==> config.mk <==
export PLATFORM = sky130hd
export DESIGN_NAME = disparo_nave_flat
export DESIGN_NICKNAME = d
export VERILOG_FILES = /design/src/rtl/disparo_nave_pkg.sv /design/src/rtl/disparo_nave_if.sv /design/src/rtl/disparo_nave_divisor_tick.sv /design/src/rtl/disparo_nave.sv /design/src/flat_wrapper.sv
export SDC_FILE = /design/constraint.sdc
export NUM_CORES = 1
export LEC_CHECK = 0
export BUFFER_PORTS_ARGS = -buffer_cell sky130_fd_sc_hd__buf_4
export CAP_MARGIN = 15
export CORE_UTILIZATION = 56
export DETAILED_ROUTE_END_ITERATION = 10
export PLACE_DENSITY = 0.76
export SYNTH_ARGS = -nofsm -noshare
export SYNTH_HDL_FRONTEND = slang
export SYNTH_SLANG_ARGS = --single-unit
==> constraint.sdc <==
create_clock -name CLOCK_50 -period 2.46 [get_ports CLOCK_50]
set_input_delay 0 -clock CLOCK_50 [delete_from_list [all_inputs] [get_ports CLOCK_50]]
set_output_delay 0 -clock CLOCK_50 [all_outputs]
set_load 0.02 [all_outputs]
==> src/rtl/disparo_nave_pkg.sv <==
// Shared definitions for the player-ship shot controller: coordinate type,
// parking coordinate, score ceiling and the shot state encoding.
package disparo_nave_pkg;

  typedef logic [9:0] coord_t;

  // Off-screen coordinate; no enemy box can ever contain it
  localparam coord_t PARK = 10'd1023;

  // Score counter ceiling
  localparam logic [9:0] PLACAR_MAX = 10'd999;

  typedef enum logic [1:0] {
    OCIOSA  = 2'd0,
    VOANDO  = 2'd1,
    RECARGA = 2'd2
  } estado_t;

  // Score increment that sticks at the ceiling instead of wrapping
  function automatic logic [9:0] incrementa_placar(input logic [9:0] placar);
    return (placar >= PLACAR_MAX) ? placar : placar + 10'd1;
  endfunction

endpackage

==> src/rtl/disparo_nave_if.sv <==
// Signal bundle between the game logic and the ship shot controller.
// master = game side driving controls, slave = the shot controller.
interface disparo_nave_if;
  import disparo_nave_pkg::*;

  logic   pausa;
  logic   reiniciarJogo;
  logic   disparo;
  coord_t x_nave;
  coord_t y_nave;
  logic   acerto;
  coord_t x_bola_nave;
  coord_t y_bola_nave;
  logic   bola_ativa;
  logic [9:0] acertos;

  modport master (
    output pausa, reiniciarJogo, disparo, x_nave, y_nave, acerto,
    input  x_bola_nave, y_bola_nave, bola_ativa, acertos
  );

  modport slave (
    input  pausa, reiniciarJogo, disparo, x_nave, y_nave, acerto,
    output x_bola_nave, y_bola_nave, bola_ativa, acertos
  );

endinterface

==> src/rtl/disparo_nave_divisor_tick.sv <==
// Movement tick generator: a one-clock strobe every DIV enabled clocks.
// The counter phase is kept while disabled so a pause resumes mid-period.
module divisor_tick #(
  parameter int DIV = 320000
) (
  input  logic CLOCK_50,
  input  logic reset,
  input  logic clr,
  input  logic en,
  output logic tick
);

  localparam int W = (DIV > 1) ? $clog2(DIV) : 1;
  localparam logic [W-1:0] ULTIMO = W'(DIV - 1);

  logic [W-1:0] cont;

  // Count 0..DIV-1 while enabled, wrap at the top, clear on game restart
  always_ff @(posedge CLOCK_50 or posedge reset) begin
    if (reset) begin
      cont <= '0;
    end else if (clr) begin
      cont <= '0;
    end else if (en) begin
      if (cont == ULTIMO) cont <= '0;
      else                cont <= cont + 1'b1;
    end
  end

  assign tick = en & ~clr & (cont == ULTIMO);

endmodule

==> src/rtl/disparo_nave.sv <==
// Player-ship shot controller: launches a single shot on a fire-button press,
// climbs it PASSO pixels per tick, retires it on a hit or at the top edge,
// then waits RECARGA_TICKS ticks before another shot is allowed.
// Also keeps the saturating enemy-hit score.
module disparo_nave
  import disparo_nave_pkg::*;
#(
  parameter int DIV_TICK      = 320000,
  parameter int PASSO         = 4,
  parameter int LARG_NAVE     = 33,
  parameter int RECARGA_TICKS = 8
) (
  input logic           CLOCK_50,
  input logic           reset,
  disparo_nave_if.slave bus
);

  localparam int RW = $clog2(RECARGA_TICKS + 1);
  localparam logic [RW-1:0] RECARGA_FIM = RW'(RECARGA_TICKS - 1);
  localparam coord_t PASSO_C  = coord_t'(PASSO);
  localparam coord_t OFFSET_X = coord_t'(LARG_NAVE / 2);

  estado_t       estado;
  logic          disparo_q;
  logic          tick;
  logic          fire;
  logic [RW-1:0] cont_recarga;
  coord_t        x_bola;
  coord_t        y_bola;
  logic          bola_ativa_r;
  logic [9:0]    acertos_r;

  divisor_tick #(.DIV(DIV_TICK)) u_divisor (
    .CLOCK_50 (CLOCK_50),
    .reset    (reset),
    .clr      (bus.reiniciarJogo),
    .en       (!bus.pausa),
    .tick     (tick)
  );

  // Fire-button history; tracks the button even while paused so a press
  // made during a pause is consumed there and never fires afterwards
  always_ff @(posedge CLOCK_50 or posedge reset) begin
    if (reset)                  disparo_q <= 1'b0;
    else if (bus.reiniciarJogo) disparo_q <= 1'b0;
    else                        disparo_q <= bus.disparo;
  end

  assign fire = bus.disparo & ~disparo_q;

  // Shot state machine with registered position, flight flag and score
  always_ff @(posedge CLOCK_50 or posedge reset) begin
    if (reset) begin
      estado       <= OCIOSA;
      x_bola       <= PARK;
      y_bola       <= PARK;
      bola_ativa_r <= 1'b0;
      acertos_r    <= '0;
      cont_recarga <= '0;
    end else if (bus.reiniciarJogo) begin
      estado       <= OCIOSA;
      x_bola       <= PARK;
      y_bola       <= PARK;
      bola_ativa_r <= 1'b0;
      acertos_r    <= '0;
      cont_recarga <= '0;
    end else if (!bus.pausa) begin
      unique case (estado)
        OCIOSA: begin
          if (fire) begin
            estado       <= VOANDO;
            x_bola       <= bus.x_nave + OFFSET_X;
            y_bola       <= bus.y_nave;
            bola_ativa_r <= 1'b1;
          end
        end
        VOANDO: begin
          if (bus.acerto) begin
            estado       <= RECARGA;
            x_bola       <= PARK;
            y_bola       <= PARK;
            bola_ativa_r <= 1'b0;
            acertos_r    <= incrementa_placar(acertos_r);
          end else if (tick) begin
            if (y_bola < PASSO_C) begin
              estado       <= RECARGA;
              x_bola       <= PARK;
              y_bola       <= PARK;
              bola_ativa_r <= 1'b0;
            end else begin
              y_bola <= y_bola - PASSO_C;
            end
          end
        end
        RECARGA: begin
          if (tick) begin
            if (cont_recarga == RECARGA_FIM) begin
              estado       <= OCIOSA;
              cont_recarga <= '0;
            end else begin
              cont_recarga <= cont_recarga + 1'b1;
            end
          end
        end
        default: begin
          estado       <= OCIOSA;
          x_bola       <= PARK;
          y_bola       <= PARK;
          bola_ativa_r <= 1'b0;
          cont_recarga <= '0;
        end
      endcase
    end
  end

  assign bus.x_bola_nave = x_bola;
  assign bus.y_bola_nave = y_bola;
  assign bus.bola_ativa  = bola_ativa_r;
  assign bus.acertos     = acertos_r;

endmodule

==> src/flat_wrapper.sv <==
// flat-port wrapper written by rule: the top's interface ports become plain ports
module disparo_nave_flat import disparo_nave_pkg::*;
#(
  parameter int DIV_TICK      = 320000,
  parameter int PASSO         = 4,
  parameter int LARG_NAVE     = 33,
  parameter int RECARGA_TICKS = 8
)
  (CLOCK_50, reset, bus_pausa, bus_reiniciarJogo, bus_disparo, bus_x_nave, bus_y_nave, bus_acerto, bus_x_bola_nave, bus_y_bola_nave, bus_bola_ativa, bus_acertos);
  disparo_nave_if bus_i ();
  input logic CLOCK_50;
  input logic reset;
  input wire logic [$bits(bus_i.pausa)-1:0] bus_pausa;
  input wire logic [$bits(bus_i.reiniciarJogo)-1:0] bus_reiniciarJogo;
  input wire logic [$bits(bus_i.disparo)-1:0] bus_disparo;
  input wire logic [$bits(bus_i.x_nave)-1:0] bus_x_nave;
  input wire logic [$bits(bus_i.y_nave)-1:0] bus_y_nave;
  input wire logic [$bits(bus_i.acerto)-1:0] bus_acerto;
  output wire logic [$bits(bus_i.x_bola_nave)-1:0] bus_x_bola_nave;
  output wire logic [$bits(bus_i.y_bola_nave)-1:0] bus_y_bola_nave;
  output wire logic [$bits(bus_i.bola_ativa)-1:0] bus_bola_ativa;
  output wire logic [$bits(bus_i.acertos)-1:0] bus_acertos;
  assign bus_i.pausa = bus_pausa;
  assign bus_i.reiniciarJogo = bus_reiniciarJogo;
  assign bus_i.disparo = bus_disparo;
  assign bus_i.x_nave = bus_x_nave;
  assign bus_i.y_nave = bus_y_nave;
  assign bus_i.acerto = bus_acerto;
  assign bus_x_bola_nave = bus_i.x_bola_nave;
  assign bus_y_bola_nave = bus_i.y_bola_nave;
  assign bus_bola_ativa = bus_i.bola_ativa;
  assign bus_acertos = bus_i.acertos;
  disparo_nave #(.DIV_TICK(DIV_TICK), .PASSO(PASSO), .LARG_NAVE(LARG_NAVE), .RECARGA_TICKS(RECARGA_TICKS)) u_core (.CLOCK_50(CLOCK_50), .reset(reset), .bus(bus_i));
endmodule
Word-level counts from Yosys, hierarchy flattened
Index checks and enable logic that the tools add are counted.
W data, S select, Z words.
{"block": "word_totals", "ff_bits": 57, "out_inout_bits": 31}
{"block": "classes", "add_sub_neg": 5, "order_cmp": 2, "eq_ne": 13, "mux": 44, "n_bitwise": 5, "n_reduce_logical": 10}
{"cell": "$mux W10", "n": 17}
{"cell": "$pmux W10 S3", "n": 2}
{"cell": "$mux W19", "n": 3}
{"cell": "$add A19 B1 Y19 const B", "n": 1}
{"cell": "$eq A19 B19 Y1 const B", "n": 1}
{"cell": "$mux W2", "n": 8}
{"cell": "$mux W4", "n": 4}
{"cell": "$add A10 B1 Y10 const B", "n": 1}
{"cell": "$add A10 B5 Y10 const B", "n": 1}
{"cell": "$ge A10 B10 Y1 const B", "n": 1}
{"cell": "$lt A10 B3 Y1 const B", "n": 1}
{"cell": "$sub A10 B3 Y10 const B", "n": 1}
{"cell": "$ne A3 B2 Y1 const B", "n": 3}
{"cell": "$ne A4 B3 Y1 const B", "n": 2}
{"cell": "$pmux W4 S2", "n": 1}
{"cell": "$reduce_and A4 Y1", "n": 2}
{"cell": "$mux W1", "n": 7}
{"cell": "$pmux W2 S3", "n": 1}
{"cell": "$reduce_and A6 Y1", "n": 1}
{"cell": "$reduce_and A5 Y1", "n": 1}
{"cell": "$add A4 B1 Y4 const B", "n": 1}
{"cell": "$eq A4 B3 Y1 const B", "n": 1}
{"cell": "$ne A2 B1 Y1 const B", "n": 2}
{"cell": "$ne A2 B2 Y1 const B", "n": 2}
{"cell": "10 further kinds", "n": 14}

Longest topological paths before layout
Gate-level depths: netlist of run 1.
{"block": "depth", "word_depth": 8, "depth_mapped": 8, "depth_no_buf": 7}

Cells and area by module
A second synthesis of run 1 with hierarchy kept.
{"block": "unflattened", "cells_unflattened": 347, "area_unflattened_um2": 3385.7}
{"mod": "disparo_nave", "instances": 1, "cells_each": 218, "area_per_inst_um2": 2242.2}
{"mod": "divisor_tick", "instances": 1, "cells_each": 129, "area_per_inst_um2": 1143.6}

Least setup slack after synthesis of run 1
No wires, ideal clock.
{"block": "synth_timing", "path_type": "register to register", "start": "reg u_core.u_divisor.cont[11]", "end": "reg u_core.y_bola[9] (netlist: u_core.bus.y_bola_nave[9])", "setup_time_ps": 82, "t_arrival_ps": 2084, "t_required_ps": 2378, "path_slack_ps": 294, "stages_incl_launch_ff": 6, "path_buffers": 0, "cell_sequence": "dfrtp_1 > or4b_4 > nor3_4 > o2111ai_2 > or4_1 > a32oi_1"}
{"block": "synth_between", "elab_chain_len": 4}
{"element": "from (decl)", "line": "disparo_nave_divisor_tick.sv:16", "source": "logic [W-1:0] cont;"}
{"element": "from (signal assigned)", "line": "disparo_nave_divisor_tick.sv:26", "source": "else cont <= cont + 1'b1;"}
{"element": "$eq A19 B19 Y1", "line": "disparo_nave_divisor_tick.sv:30", "source": "assign tick = en & ~clr & (cont == ULTIMO);"}
{"element": "$and A1 B1 Y1", "line": "disparo_nave_divisor_tick.sv:30"}
{"element": "$ne A4 B3 Y1 (no source line)"}
{"element": "$reduce_and A4 Y1 (no source line)"}
{"element": "to (signal assigned)", "line": "disparo_nave.sv:73", "source": "y_bola <= bus.y_nave;"}
{"element": "to (signal assigned)", "line": "disparo_nave.sv:91", "source": "y_bola <= y_bola - PASSO_C;"}
{"element": "to (decl)", "line": "disparo_nave.sv:29", "source": "coord_t y_bola;"}
Every way passes these cells.
A chain may end at the register's enable or synchronous reset.

Worst setup path after layout of run 1
Ends and elaborated chain as after synthesis.

==> reports/results.ini, run 1 <==
[synth]
synthesis.nets=361
synthArstFlopShare_pct=100
yosys.cell_count.top_type=dfrtp_1
synth_edf_count=0
ys_ff_latch=57
synthesis.instances=330
seq_area_frac_synth_pct=46.2
yosys-top-cells-area=dfrtp_1 29%, dfstp_2 17%, nor2_1 3.8%, nand3_1 3.0%, a31oi_1 3.0%
netlist_area_sq_um=3140
synth_ff_type=dfrtp_1
synth_warnings=0
synth_common_cells=37 x dfrtp_1, 32 x nor2_1, 20 x dfstp_2, 20 x nand2_1, 19 x nand3_1
synth_largest_area_cell=dfrtp_1
yosysTopAreaCellShare_pct=29.5
avgSynthCellArea_sq_um=9.52
synth.distinct_cells=56

[place]
port_buffers=56
dp.cells=452
gp_congestion=0.869
placed_area_sq_um=3670
dpl.hpwl_um=4910

[final_layout]
fillers=362
nets=438
layout-drive-gt1-share_pct=26.5
antennaDiodeCount=0
stdcell_area_sq_um=4020
synthToLayoutAreaGrowth_pct=28.0
final_cells=482

[global_route]
grt_use_met2_pct=41.2
antenna_found_initial=0
grt_max_degree=41
use_met1_pct=36.6
gr-total-overflow=0
grt_pass1_wl_um=12600
grt_use_met3_pct=7.50
grt.busiest_layer=met2
grt_util_all_layers_pct=27.2
grt_pass1_vias=2610

[timing]
worstMarginPinSlew_ns=0.806
max_freq_mhz=443
tns_ns=0
setup_viol=0
slew_headroom_pct=46.2
slew_violations=0
rsz0062_at_grt=no
clock_skew_ns=0.00956
finalHoldViolCount=0
fin_crit_ns=2.26
hold_slack_ns=0.0102
period_share_pct=91.7

[setup_path]
cp.required_ns=2.72
worstPathArrival_ns=2.52
cp_top_family=simple AND/OR/NAND/NOR gates
r2r-end=u_core.bus.y_bola_nave[9]$_DFFE_PP1P_
slowest_delay_ns=0.58
worst-path-max-fanout=6
r2r_start=u_core.u_divisor.cont[11]$_DFFE_PP0N_
worstPathBufferInverterCount=0
critPathKind=reg -> reg
worst-r2r-cell-count=5
cp-start-kind=flip-flop
path_cells=or4b_4, nor3_4, o2111ai_2, or4_1, a32oi_1
cp_slowest_cell=or4b_4
endpoint_kind=flip-flop
regToRegSetupSlack_ns=0.20

[clocking]
cts_tree=done
clockBufferDepth=2
clk_latency_ns=0.34
cts_setup_buffers=0
clkSlewWorstSetupHoldPaths_ns=0.06
cts_buffers=9
htree_levels=3
cts.sinks=57
cts-root-buf=clkbuf_8

[power]
pwr_density_cell_nw_per_um2=658
vdd_drop_max_mv=0.513
p_total_uw=2640
p_leak_uw=0.00174

[hold_path]
hold_path_class=in -> reg
hp-start=bus_x_nave[5]
hold_depth=3
min_to=u_core.bus.x_bola_nave[5]$_DFFE_PP1P_

[route]
ant_nets=0
drt-initial-drc-count=217
postRouteWirelength_um=7570
avgViaCountPerCell=5.97
drc=0
first_pass_iters=4
num_vias=2877
wl_per_cell_um=15.7

[floorplan]
io_pins=57
rows=26
die_h_um=76.9
die_w_um=76.9
dieArea_sq_um=5910
core_sq_um=5240
initial_utilization_pct=60.0

[flow_run]
max-cap-violations=0

[run_status]
status=finished, final reports clean

[registers in the layout, summed over array words and instances (netlist names)]
register	flops
u_core.bus.acertos	10
u_core.bus.bola_ativa	1
u_core.bus.x_bola_nave	10
u_core.bus.y_bola_nave	10
u_core.cont_recarga	4
u_core.disparo_q	1
u_core.estado	2
u_core.u_divisor.cont	19
[where the power goes]
group | switching [uW] | internal [uW] | total, uW
logic | 287 | 252 | 539
clock network | 366 | 598 | 964
registers | 99.5 | 1040 | 1140
[how the worst max path moves through the flow]
stage	from	endpoint	depth (start not counted)
2_1_floorplan	u_core.u_divisor.cont[11]$_DFFE_PP0N_	u_core.bus.y_bola_nave[9]$_DFFE_PP1P_	5
3_3_place_gp	u_core.u_divisor.cont[11]$_DFFE_PP0N_	u_core.bus.y_bola_nave[9]$_DFFE_PP1P_	5
3_5_place_dp	u_core.u_divisor.cont[11]$_DFFE_PP0N_	u_core.bus.y_bola_nave[9]$_DFFE_PP1P_	5
4_1_cts	u_core.u_divisor.cont[11]$_DFFE_PP0N_	u_core.bus.y_bola_nave[9]$_DFFE_PP1P_	5
5_1_grt	u_core.u_divisor.cont[11]$_DFFE_PP0N_	u_core.bus.y_bola_nave[9]$_DFFE_PP1P_	5
6_report	u_core.u_divisor.cont[11]$_DFFE_PP0N_	u_core.bus.y_bola_nave[9]$_DFFE_PP1P_	5
[placed cells by master, fill, tap and decap left out, types with 8 or more instances in the layout]
cell,n
nand3_1,19
nor2_1,32
dfstp_2,20
dlygate4sd3_1,14
o21ai_0,16
nor3_1,9
a31oi_1,15
and3_1,9
buf_4,65
clkbuf_8,10
dfrtp_1,37
a21oi_1,15
nand2_1,20
inv_1,14
nand2b_1,8
xnor2_1,9
xor2_1,10
[worst reg2reg max path: cells and delay by family, from the launching register on]
kind	cells	cell delay (ns)
and+or+nand+nor	3	1.33
DFF	1	0.42
AOI/OAI and AO/OA	2	0.43
[what timing repair did]
item,in CTS,in global routing
resized for setup,0,0
hold buffers,14,0
hold endpoints to repair,50,0
[layer usage]
metal,vias to the layer above,share of wire [%]
met1,1391,45
met4,0,2.8
li1,1377,-
met2,89,47
met3,20,5.0
met5,-,0
[cell families (layout without fill, tap and decap cells)]
kind of cell | after synthesis | in the layout | share of synthesized area, %
muxes | 7 | 7 | 2.31
AOI/OAI and AO/OA | 88 | 88 | 19.5
and+or+nand+nor | 126 | 126 | 21.2
xor gates and xnor gates | 19 | 19 | 5.30
buffers and inverters | 28 | 110 | 3.51
DFF | 57 | 57 | 46.2
adders and majority gates | 5 | 5 | 1.99
[cell type report]
| type | instances | area (sq um) | share of cell area [%] |
|---|---|---|---|
| Inverter | 15 | 56.3 | 1.40 |
| Timing Repair Buffer | 79 | 628 | 15.6 |
| Sequential cell | 57 | 1450 | 36.1 |
| Clock buffer | 13 | 149 | 3.70 |
| Clock inverter | 3 | 65.1 | 1.62 |
| Tap cell | 70 | 87.6 | 2.18 |
| Multi-Input combinational cell | 245 | 1580 | 39.4 |
[stage by stage]
stage          worst slack, ns  util [%]
3_3_place_gp             0.295      70.0
5_1_grt                  0.130      76.8
3_5_place_dp             0.234      70.0
4_1_cts                  0.214      76.8
6_report                 0.204      76.8
2_1_floorplan            0.294         -
(Power assumes the default switching activity.)
==> run 2, diff against run 1 <==
--- a/config.mk
+++ b/config.mk
@@ -7,9 +7,10 @@
 export LEC_CHECK = 0
 export BUFFER_PORTS_ARGS = -buffer_cell sky130_fd_sc_hd__buf_4
 export CAP_MARGIN = 15
-export CORE_UTILIZATION = 56
+export CORE_UTILIZATION = 60
 export DETAILED_ROUTE_END_ITERATION = 10
-export PLACE_DENSITY = 0.76
+export PLACE_DENSITY = 0.81
+export REMOVE_ABC_BUFFERS = 1
 export SYNTH_ARGS = -nofsm -noshare
 export SYNTH_HDL_FRONTEND = slang
 export SYNTH_SLANG_ARGS = --single-unit
==> constraint.sdc (replaced) <==
create_clock -name CLOCK_50 -period 2.7 [get_ports CLOCK_50]
set_input_delay 0 -clock CLOCK_50 [delete_from_list [all_inputs] [get_ports CLOCK_50]]
set_output_delay 0 -clock CLOCK_50 [all_outputs]
set_load 0.02 [all_outputs]
==> run 2 against run 1 <==
Clock power is 30% lower. Flip-flop and latch count stayed put. Sequential share of layout area is 0.71 points higher. Core utilization is 4.0 points higher. Wire length is 1.9% higher. Total power is 17% lower. Design area is 1.9% lower. Worst setup slack better by 0.12 ns. Cell count is 1.5% lower. Clock-buffer cell count is 1 lower. Maximum frequency is 5.0% lower. Die area is 6.5% lower.
==> reports/results.ini, run 2 (synthesis results as in run 1) <==
[final_layout]
largest_reg_flops=19  ; unchanged
largest-register=u_core.u_divisor.cont  ; unchanged
fin_util_pct=80.8  ; was 76.8%
antennaDiodeCount=0  ; unchanged
layout-drive-gt1-share_pct=26.0  ; was 26.5%
mostFrequentLayoutCells=62 x buf_4, 37 x dfrtp_1, 32 x nor2_1, 20 x nand2_1, 20 x dfstp_2  ; was 65 x buf_4, 37 x dfrtp_1, 32 x nor2_1, 20 x nand2_1, 20 x dfstp_2
final_common_cell=buf_4  ; unchanged
nets=435  ; was 438
synthToLayoutAreaGrowth_pct=25.6  ; was 28.0%

[hold_path]
hold_path_class=in -> reg  ; unchanged

[timing]
slew_headroom_pct=32.2  ; was 46.2%
slew_violations=0  ; unchanged
setup_viol=0  ; unchanged
fin_crit_ns=2.37  ; was 2.26 ns
max_freq_mhz=421  ; was 443 MHz
clock_skew_ns=0.00850  ; was 0.00956 ns
tns_ns=0  ; unchanged
worstMarginPinSlew_ns=1.01  ; was 0.806 ns
period_share_pct=88.0  ; was 91.7%
finalHoldViolCount=0  ; unchanged
rsz0062_at_grt=no  ; unchanged

[power]
pwr_density_cell_nw_per_um2=560  ; was 658 nW/um^2
p_leak_uw=0.00170  ; was 0.00174 uW
vdd_drop_max_mv=0.391  ; was 0.513 mV

[clocking]
clkSlewWorstSetupHoldPaths_ns=0.06  ; about the same
htree_levels=3  ; unchanged
cts_tree=done  ; unchanged
cts_buffers=9  ; unchanged
cts.repair.resized=0  ; unchanged
cts.sinks=57  ; unchanged
clockBufferDepth=2  ; unchanged
cts-root-buf=clkbuf_8  ; unchanged
clk_latency_ns=0.33  ; was 0.34 ns

[route]
avgViaCountPerCell=6.03  ; was 5.97
first_pass_iters=4  ; unchanged
wl_per_cell_um=16.2  ; was 15.7 um
postRouteWirelength_um=7710  ; was 7570 um
num_vias=2862  ; was 2877
drt-initial-drc-count=156  ; was 217
ant_nets=0  ; unchanged
drc=0  ; unchanged

[global_route]
grt_pass1_wl_um=12300  ; was 12600 um
grt_max_degree=51  ; was 41
grt_util_all_layers_pct=29.9  ; was 27.2%
antenna_found_initial=0  ; unchanged
gr-total-overflow=0  ; unchanged
grt_pass1_vias=2647  ; was 2610

[setup_path]
endpoint_kind=flip-flop  ; unchanged
path_cells=or4b_4, nor3_4, o2111ai_2, or4_1, a32oi_1  ; unchanged
cp.required_ns=2.95  ; was 2.72 ns
worstPathArrival_ns=2.63  ; was 2.52 ns
cp_slowest_cell=or4b_4  ; unchanged
cp-start-kind=flip-flop  ; unchanged
worst-path-max-fanout=7  ; was 6
critPathKind=reg -> reg  ; unchanged
slowest_delay_ns=0.56  ; was 0.58 ns

[floorplan]
core_sq_um=4880  ; was 5240 sq um
io_pins=57  ; unchanged
dieArea_sq_um=5530  ; was 5910 sq um
initial_utilization_pct=64.4  ; was 60.0%
die_w_um=74.3  ; was 76.9 um
rows=25  ; was 26
die_h_um=74.3  ; was 76.9 um

[place]
dpl.hpwl_um=5010  ; was 4910 um
gp_congestion=0.828  ; was 0.869
port_buffers=56  ; unchanged

[run_status]
status=finished, final reports clean  ; unchanged

[flow_run]
max-cap-violations=0  ; unchanged

==> run 2: metrics by stage <==
step	instance area (sq um)	std cells	power, uW	hold slack, ns	worst slack [ns]
floorplan	3090	317	1330	0.0504	-0.0405
global placement	3640	446	1510	0.162	0.433
detailed placement	3640	446	1520	0.184	0.373
CTS	3940	475	2210	0.00468	0.362
global route	3940	475	2320	0.0437	0.258
finish	3940	475	2210	0.0259	0.325
==> run 2: final cells by class <==
cell class,instances,area (sq um)
fillers,345,936
flip-flops and latches,57,1450
clock inverters,3,17.5
well taps,67,83.8
inverters,15,56.3
repair buffers,76,606
multi-input cells,245,1580
clock buffers,12,145
==> run 2: routing by layer <==
layer | track usage [%] | wire length, um | vias up
met5 | 0 | 0 | -
met4 | 11.7 | 83 | 0
met3 | 4.20 | 352 | 7
met2 | 51.8 | 3900 | 97
met1 | 38.0 | 3380 | 1392
li1 | - | - | 1366
==> run 2: worst paths after layout <==
path | startpoint | endpoint | slack (ns) | cells after the start
min | bus_y_nave[9] | u_core.bus.y_bola_nave[9]$_DFFE_PP1P_ | 0.03 | 4
max reg2reg | u_core.u_divisor.cont[12]$_DFFE_PP0N_ | u_core.bus.y_bola_nave[9]$_DFFE_PP1P_ | 0.33 | 5
max in group asynchronous | reset | u_core.bus.x_bola_nave[9]$_DFFE_PP1P_ | 1.46 | 4
max | u_core.u_divisor.cont[12]$_DFFE_PP0N_ | u_core.bus.y_bola_nave[9]$_DFFE_PP1P_ | 0.33 | 5
min in group asynchronous | reset | u_core.u_divisor.cont[7]$_DFFE_PP0N_ | 0.47 | 3
min reg2reg | u_core.u_divisor.cont[18]$_DFFE_PP0N_ | u_core.u_divisor.cont[18]$_DFFE_PP0N_ | 0.48 | 1
==> run 2: repair_timing <==
item | in CTS | in global routing
endpoints found under the hold margin | 50 | 0
hold buffers | 14 | 0
setup buffers | 0 | 0
==> run 2: worst max-delay path, delay by kind of cell (launching register included) <==
kind / cells / cell delay, ns
simple gates: 3 / 1.38
flops: 1 / 0.46
compound gates: 2 / 0.46
==> run 2: power breakdown <==
part / internal [uW] / total [uW] / switching (uW)
registers: 950 / 1040 / 92.1
logic: 228 / 494 / 266
clock network: 350 / 671 / 321
total: 1530 / 2210 / 679
